[config.mk]
export PLATFORM = sky130hd
export DESIGN_NAME = wpa2_pio_bridge
export DESIGN_NICKNAME = d
export VERILOG_FILES = /design/src/rtl/wpa2_pio_bridge.sv
export SDC_FILE = /design/constraint.sdc
export NUM_CORES = 2
export LEC_CHECK = 0
export CORE_MARGIN = 5
export CORE_UTILIZATION = 30
export CTS_BUF_LIST = sky130_fd_sc_hd__clkbuf_8
export DETAILED_ROUTE_END_ITERATION = 10
export DONT_BUFFER_PORTS = 1
export PLACE_DENSITY = 0.53
export SETUP_SLACK_MARGIN = 0.2
export SLEW_MARGIN = 15
export SYNTH_ARGS = -nofsm -noshare
export SYNTH_HDL_FRONTEND = slang
export SYNTH_SLANG_ARGS = --single-unit
[constraint.sdc]
create_clock -name clk_clk -period 8.4 [get_ports clk_clk]
set_input_delay 1.68 -clock clk_clk [delete_from_list [all_inputs] [get_ports clk_clk]]
set_output_delay 1.68 -clock clk_clk [all_outputs]
set_load 0.02 [all_outputs]
[src/rtl/wpa2_pio_bridge.sv]
// wpa2_pio_bridge: PIO-strobe register bridge that feeds 512-bit blocks to a SHA-1 engine and captures its digest
module wpa2_pio_bridge #(
    parameter int ADDR_W = 8,
    parameter int DATA_W = 32
) (
    input  logic              clk_clk,
    input  logic              reset_reset_n,
    input  logic [ADDR_W-1:0] pio_addr,
    input  logic [DATA_W-1:0] pio_wdata,
    output logic [DATA_W-1:0] pio_rdata,
    input  logic [3:0]        pio_ctrl_in,
    output logic [3:0]        pio_ctrl_out,
    output logic              blk_valid,
    input  logic              blk_ready,
    output logic              blk_last,
    output logic [511:0]      blk_data,
    input  logic              dig_valid,
    input  logic [159:0]      dig_data
);
    typedef enum logic [1:0] {IDLE, SEND, WAIT, DONE} state_t;
    state_t                  state_q, state_d;
    logic [3:0]              ctrl_q, prev_q, rise;
    logic [15:0][DATA_W-1:0] msg_q, msg_d;
    logic [4:0][DATA_W-1:0]  dig_q, dig_d;
    logic [7:0]              blocks_q, blocks_d;
    logic [DATA_W-1:0]       rdata_q, rdata_d, status;
    logic                    last_flag_q, last_flag_d, done_q, done_d, err_q, err_d;
    logic                    rd_ack_q, rd_ack_d, blk_valid_q, blk_valid_d, blk_last_q, blk_last_d;
    logic                    wr, rd, start, clr, busy, is_msg, is_dig, is_stat, is_ctl;

    assign rise    = ctrl_q & ~prev_q;
    assign wr      = rise[0];
    assign rd      = rise[1];
    assign start   = rise[2];
    assign clr     = rise[3];
    assign busy    = (state_q == SEND) || (state_q == WAIT);
    assign is_msg  = pio_addr < ADDR_W'(16);
    assign is_dig  = (pio_addr >= ADDR_W'(16)) && (pio_addr <= ADDR_W'(20));
    assign is_stat = pio_addr == ADDR_W'(32);
    assign is_ctl  = pio_addr == ADDR_W'(33);
    assign status  = DATA_W'({blocks_q, 5'd0, err_q, done_q, busy});

    assign pio_rdata    = rdata_q;
    assign pio_ctrl_out = {err_q, rd_ack_q, done_q, busy};
    assign blk_valid    = blk_valid_q;
    assign blk_last     = blk_last_q;
    assign blk_data     = msg_q;

    always_comb begin
        state_d     = state_q;
        msg_d       = msg_q;
        dig_d       = dig_q;
        blocks_d    = blocks_q;
        rdata_d     = rdata_q;
        last_flag_d = last_flag_q;
        done_d      = done_q;
        err_d       = err_q;
        rd_ack_d    = rd_ack_q;
        blk_valid_d = blk_valid_q;
        blk_last_d  = blk_last_q;
        if (wr) begin
            if (is_msg && !busy) msg_d[4'd15 - pio_addr[3:0]] = pio_wdata;
            if (is_ctl) last_flag_d = pio_wdata[0];
            if (!(is_msg || is_ctl) || (is_msg && busy)) err_d = 1'b1;
        end
        if (rd) begin
            rd_ack_d = ~rd_ack_q;
            rdata_d  = is_msg  ? msg_q[4'd15 - pio_addr[3:0]] :
                       is_dig  ? dig_q[3'd4 - pio_addr[2:0]] :
                       is_stat ? status : DATA_W'(32'hDEADBEEF);
            if (!(is_msg || is_dig || is_stat)) err_d = 1'b1;
        end
        case (state_q)
            IDLE, DONE: if (start) begin
                blk_valid_d = 1'b1;
                blk_last_d  = last_flag_q;
                state_d     = SEND;
                if (state_q == DONE) begin
                    done_d   = 1'b0;
                    blocks_d = 8'd0;
                end
            end
            SEND: if (blk_valid_q && blk_ready) begin
                blk_valid_d = 1'b0;
                blocks_d    = blocks_q + 8'd1;
                state_d     = blk_last_q ? WAIT : IDLE;
            end
            WAIT: if (dig_valid) begin
                dig_d   = dig_data;
                done_d  = 1'b1;
                state_d = DONE;
            end
        endcase
        if (start && busy) err_d = 1'b1;
        // clear outranks a simultaneous start; buffer and digest survive it
        if (clr) begin
            state_d     = IDLE;
            blk_valid_d = 1'b0;
            done_d      = 1'b0;
            err_d       = 1'b0;
            blocks_d    = 8'd0;
            last_flag_d = 1'b0;
        end
    end

    always_ff @(posedge clk_clk) begin
        if (!reset_reset_n) begin
            state_q     <= IDLE;
            ctrl_q      <= '0;
            prev_q      <= '0;
            msg_q       <= '0;
            dig_q       <= '0;
            blocks_q    <= '0;
            rdata_q     <= '0;
            last_flag_q <= 1'b0;
            done_q      <= 1'b0;
            err_q       <= 1'b0;
            rd_ack_q    <= 1'b0;
            blk_valid_q <= 1'b0;
            blk_last_q  <= 1'b0;
        end else begin
            state_q     <= state_d;
            ctrl_q      <= pio_ctrl_in;
            prev_q      <= ctrl_q;
            msg_q       <= msg_d;
            dig_q       <= dig_d;
            blocks_q    <= blocks_d;
            rdata_q     <= rdata_d;
            last_flag_q <= last_flag_d;
            done_q      <= done_d;
            err_q       <= err_d;
            rd_ack_q    <= rd_ack_d;
            blk_valid_q <= blk_valid_d;
            blk_last_q  <= blk_last_d;
        end
    end
endmodule

== Yosys cells after proc, flatten, opt, wreduce, memory -nomap -nowiden ==
Cells that the tools add are included.

* Output and inout bits: 550
* Register bits after elaboration: 728
* Logic and storage cells: 111

* Eq/ne operators: 9
* Multiplexer cells: 31
* Add/subtract/negate cells: 3
* Bitwise operators: 4
* Reduce and logical (&&, ||, !) cells: 26
* $lt $le $gt $ge: 6

{| class="wikitable"
|+ Operator list
! cell !! count
|-
| $bwmux W512 || 1
|-
| $mux W32 || 6
|-
| $bmux W32 S4 || 1
|-
| $demux W32 S4 || 1
|-
| $bmux W32 S3 || 1
|-
| $mux W8 || 3
|-
| $eq A8 B6 Y1 const B || 2
|-
| $pmux W8 S2 || 1
|-
| $mux W1 || 10
|-
| $add A8 B1 Y8 const B || 1
|-
| $ge A8 B5 Y1 const B || 1
|-
| $le A8 B5 Y1 const B || 1
|-
| $lt A8 B5 Y1 const B || 1
|-
| $mux W2 || 4
|-
| $reduce_and A2 Y1 || 4
|-
| $reduce_and A4 Y1 || 2
|-
| $logic_and A1 B1 Y1 || 6
|-
| $ne A2 B2 Y1 const B || 3
|-
| $pmux W2 S3 || 1
|-
| $reduce_and A3 Y1 || 2
|-
| $logic_or A1 B1 Y1 || 5
|-
| $lt A4 B5 Y1 const B || 1
|-
| $and A4 B4 Y4 || 1
|-
| $eq A2 B2 Y1 const B || 2
|-
| 13 further kinds || 18
|}

== Depth between registers and ports, before layout ==
* Depth after elaboration: 9
* Gate-level depth with buffers: 13
* Gate-level depth less buffers: 7

== Worst setup path before layout ==
OpenSTA, ideal clock, no wires.

* Kind: input to register
* Start point: input pio_addr[1]
* End point: register rdata_q[10], in the netlist pio_rdata[10]
* Arrival time: 4.265 ns
* Path buffers: 6
* Path slack: 4.003 ns
* Stages on the path: 11
* Path through: buf_2 -> buf_2 -> buf_1 -> inv_1 -> ha_1 -> buf_2 -> clkbuf_1 -> clkbuf_1 -> mux4_2 -> a22oi_1 -> a31oi_1

* Cells in the longest elaborated chain, start to end: 5
* Elaborated cells on any way between the ends: 14

{| class="wikitable"
|+ RTL lines
! element !! RTL line !! RTL
|-
| start: declaration || 8 || <nowiki>input logic [ADDR_W-1:0] pio_addr,</nowiki>
|-
| parallel branches: the longest is 4 deep, another holds $sub A4 B4 Y4 || -- ||
|-
| $mux W32 (*) || 68 || <nowiki>rdata_d = is_msg ? msg_q[4'd15 - pio_addr[3:0]] :</nowiki>
|-
| end signal: assignment || 128 || <nowiki>rdata_q <= rdata_d;</nowiki>
|-
| end: declaration || 26 || <nowiki>logic [DATA_W-1:0] rdata_q, rdata_d, status;</nowiki>
|}

Every way passes the cells marked *. The select of a mux whose other input is x is not followed.
A chain may end at the register's enable or synchronous reset.

== Final worst setup path ==
* Start point: input pio_addr[5]
* End point: register msg_q, in the netlist blk_data[464]

* Cells in the longest elaborated chain, start to end: 3

{| class="wikitable"
|+ RTL lines
! element !! RTL line !! RTL
|-
| $lt A8 B5 Y1 || 37 || <nowiki>assign is_msg = pio_addr < ADDR_W'(16);</nowiki>
|-
| $logic_and A1 B1 Y1 || 62 || <nowiki>if (is_msg && !busy) msg_d[4'd15 - pio_addr[3:0]] = pio_wdata;</nowiki>
|-
| $reduce_and A2 Y1 (no line) || -- ||
|-
| end signal: assignment || 125 || <nowiki>msg_q <= msg_d;</nowiki>
|-
| end: declaration || 23 || <nowiki>logic [15:0][DATA_W-1:0] msg_q, msg_d;</nowiki>
|}

Every way passes these cells.

==> impl_metrics.env <==
export IMPL_cts_buffer_depth=3
export IMPL_pwr_share_comb=0.027
export IMPL_ys_flop_type="dfxtp_1"
export IMPL_drive_gt1_frac=0.1313
export IMPL_synth_edf_count=0
export IMPL_synth_compound_area_frac=0.1437
export IMPL_rsz0062_at_grt="no"
export IMPL_syn_area_per_cell_um2=8.450
export IMPL_grt_max_degree=190
export IMPL_synth_simple_area_share=0.1895
export IMPL_synth_area_um2=30930
export IMPL_io_pins=758
export IMPL_die_w_um=331.1
export IMPL_routed_wl_mm=152.4
export IMPL_vias_per_cell=5.417
export IMPL_synthCells=3660
export IMPL_fin_crit_sh=0.4961
export IMPL_synthToLayoutAreaGrowth_pct=10.95
export IMPL_fmax_ghz=0.2400
export IMPL_grt_antenna_before_repair=14
export IMPL_grt_ovfl_total=0
export IMPL_drtAntennaViolNets=0
export IMPL_synth_top_family_by_area="simple AND/OR/NAND/NOR gates"
export IMPL_cts_resized=0
export IMPL_pre_cts_ws_ps=3240
export IMPL_cts_tree="done"
export IMPL_cap_viol_max_count=0
export IMPL_fin_util=0.3363
export IMPL_synth_top_area_frac=0.4712
export IMPL_clock_root_buffer="clkbuf_8"
export IMPL_cp_required_ps=9130
export IMPL_clk_insertion_delay_late_ps=830
export IMPL_rows=117
export IMPL_critPathKind="primary input to flip-flop"
export IMPL_fin_crit_ps=4167
export IMPL_start_util=0.3031
export IMPL_synthAdderAreaFrac=0.003641
export IMPL_power_switching_w=0.001783
export IMPL_finalSetupViolCount=0
export IMPL_p_int_w=0.005381
export IMPL_htreeDepth=4
export IMPL_post_cts_buffers=0
export IMPL_arrival_ps=4900
export IMPL_coreArea_um2=102000
export IMPL_grt_pass1_vias=25490
export IMPL_synth_area_leader_cell="dfxtp_1"
export IMPL_slew_headroom=0.2115
export IMPL_wl_per_cell_um=30.83
export IMPL_drv_slew=0
export IMPL_skew_ps=38.45
export IMPL_dpl_hpwl_mm=106.3
export IMPL_ys_ff_latch=728
export IMPL_power_density_nw_per_um2=208.8
export IMPL_drt_initial_drc_count=2682
export IMPL_clkPwrFrac=0.484
export IMPL_critPathCaptureType="flip-flop"
export IMPL_clkTransAtPathRegs_ps=60
export IMPL_route_detailed_drc=0
export IMPL_p_seq_frac=0.489
export IMPL_critPathLaunchType="primary input"
export IMPL_tns_ps=0
export IMPL_yosysMostFrequentCell="nand2_1"
export IMPL_port_buffer_count=0
export IMPL_cts_hold_fix_buffers=0
export IMPL_async_flop_share=0
export IMPL_fin_nets=3692
export IMPL_grt_usage=0.2657
export IMPL_placed_cell_area_um2=31620
export IMPL_routed_via_count=26770
export IMPL_worst_pin_slew_ps=1183
export IMPL_synth_xor_area_share=0.003075
export IMPL_peakVddDrop_uv=124.5
export IMPL_min_path_type="flip-flop to flip-flop"
export IMPL_firstDrtPassIters=7
export IMPL_stdcell_area_um2=34310
export IMPL_synthMuxAreaShare=0.1380
export IMPL_yosys_warnings=0
export IMPL_seq_area_frac_synth=0.4712
export IMPL_cts_num_sinks=728
export IMPL_synthTopCellsByArea="dfxtp_1, nand2_1, mux4_2"
export IMPL_hold_violations=0
export IMPL_cts_buffers=136
export IMPL_setup_slack_ps=4233
export IMPL_gp_congestion=0.8937
export IMPL_run_status="finished clean"
export IMPL_crit_fanout=21
export IMPL_dieArea_um2=109600
export IMPL_leakage_nw=10.88
export IMPL_worst_hold_slack_ps=440.0
export IMPL_swShare=0.2488
export IMPL_grt_pass1_wl_mm=208.3
export IMPL_synth_fp_nets=3877
export IMPL_die_h_um=331.1
export IMPL_netlist_top_cells_count="nand2_1, dfxtp_1, a21oi_1"
export IMPL_yosysUniqueCellTypes=50
[cell usage in the layout, fill, tap and decap left out, types with 8 or more instances in the layout]
| cell type | count |
|---|---|
| a21oi_1 | 694 |
| a221oi_1 | 14 |
| a22o_1 | 19 |
| a22oi_1 | 9 |
| a31o_2 | 9 |
| a31oi_1 | 14 |
| buf_4 | 35 |
| clkbuf_8 | 168 |
| clkinv_2 | 11 |
| dfxtp_1 | 728 |
| ha_1 | 8 |
| inv_1 | 49 |
| inv_6 | 8 |
| mux2_2 | 8 |
| mux2i_1 | 28 |
| mux4_2 | 173 |
| nand2_1 | 1376 |
| nand3_1 | 18 |
| nand4_1 | 9 |
| nor2_1 | 22 |
| nor2_4 | 12 |
| o211ai_1 | 9 |
| o21ai_0 | 39 |
| or2_2 | 11 |
[metrics by stage]
step                      std cells  power (W)
after floorplan                3660   0.003790
after global placement         4704   0.003773
after detailed placement       4705   0.003773
after CTS                      4939   0.007233
after global routing           4940   0.007398
final                          4942   0.007164
[power by group through the flow]
stage	Sequential (W)	Combinational (W)	Clock [W]
2_1_floorplan	0.00357	0.000224	0
3_3_place_gp	0.00358	0.000193	0
3_5_place_dp	0.00358	0.000193	0
4_1_cts	0.00351	0.000193	0.00353
5_1_grt	0.00350	0.000205	0.00369
6_report	0.00350	0.000194	0.00347
[sequential cells by signal (all words and copies together), names as in the netlist, 2 cells and up]
register   count
blk_data     512
dig_q        160
pio_rdata     32
blocks_q       8
ctrl_q         4
prev_q         4
state_q        2
[layout make-up]
class	instances	area, µm²
multi-input combinational	2561	14970
antenna	3	7.507
tap	1368	1712
timing repair buffer	38	322.8
sequential	728	14570
clock inverter	66	367.9
fill	10660	67720
clock buffer	168	2312
inverter	10	45.04
[layer usage]
| layer | vias up | global-route usage | wire length (µm) |
|---|---|---|---|
| li1 | 12010 | - | - |
| met1 | 13040 | 0.3182 | 57700 |
| met2 | 1469 | 0.4327 | 70980 |
| met3 | 258 | 0.1089 | 17960 |
| met4 | 2 | 0.09265 | 5700 |
| met5 | - | 0 | 13 |
[critical path, stage by stage]
cell and delay (ps):
nor4_4 830, nand4_1 780, nor3_4 890, buf_4 460, nand2_1 90, a21oi_1 130
[cell families (layout without fill, tap and decap cells)]
family                   after synthesis  count (layout)
AO/OA/AOI/OAI                        832             832
XOR/XNOR                              10              10
adder cells (fa/ha/maj)                9               9
buffers and inverters                371             282
flip-flops                           728             728
multiplexers                         209             209
other                                  0               3
AND/OR/NAND/NOR                     1501            1501
[path summary, 6_finish.rpt]
path          startpoint            end  slack, ps  depth (start not counted)
max          pio_addr[5]  blk_data[464]       4230                          6
min            ctrl_q[3]      prev_q[3]        440                          2
max reg2reg   state_q[0]  blk_data[464]       4930                          7
min reg2reg    ctrl_q[3]      prev_q[3]        440                          2
Note: power is estimated with default switching activity, not from simulation.
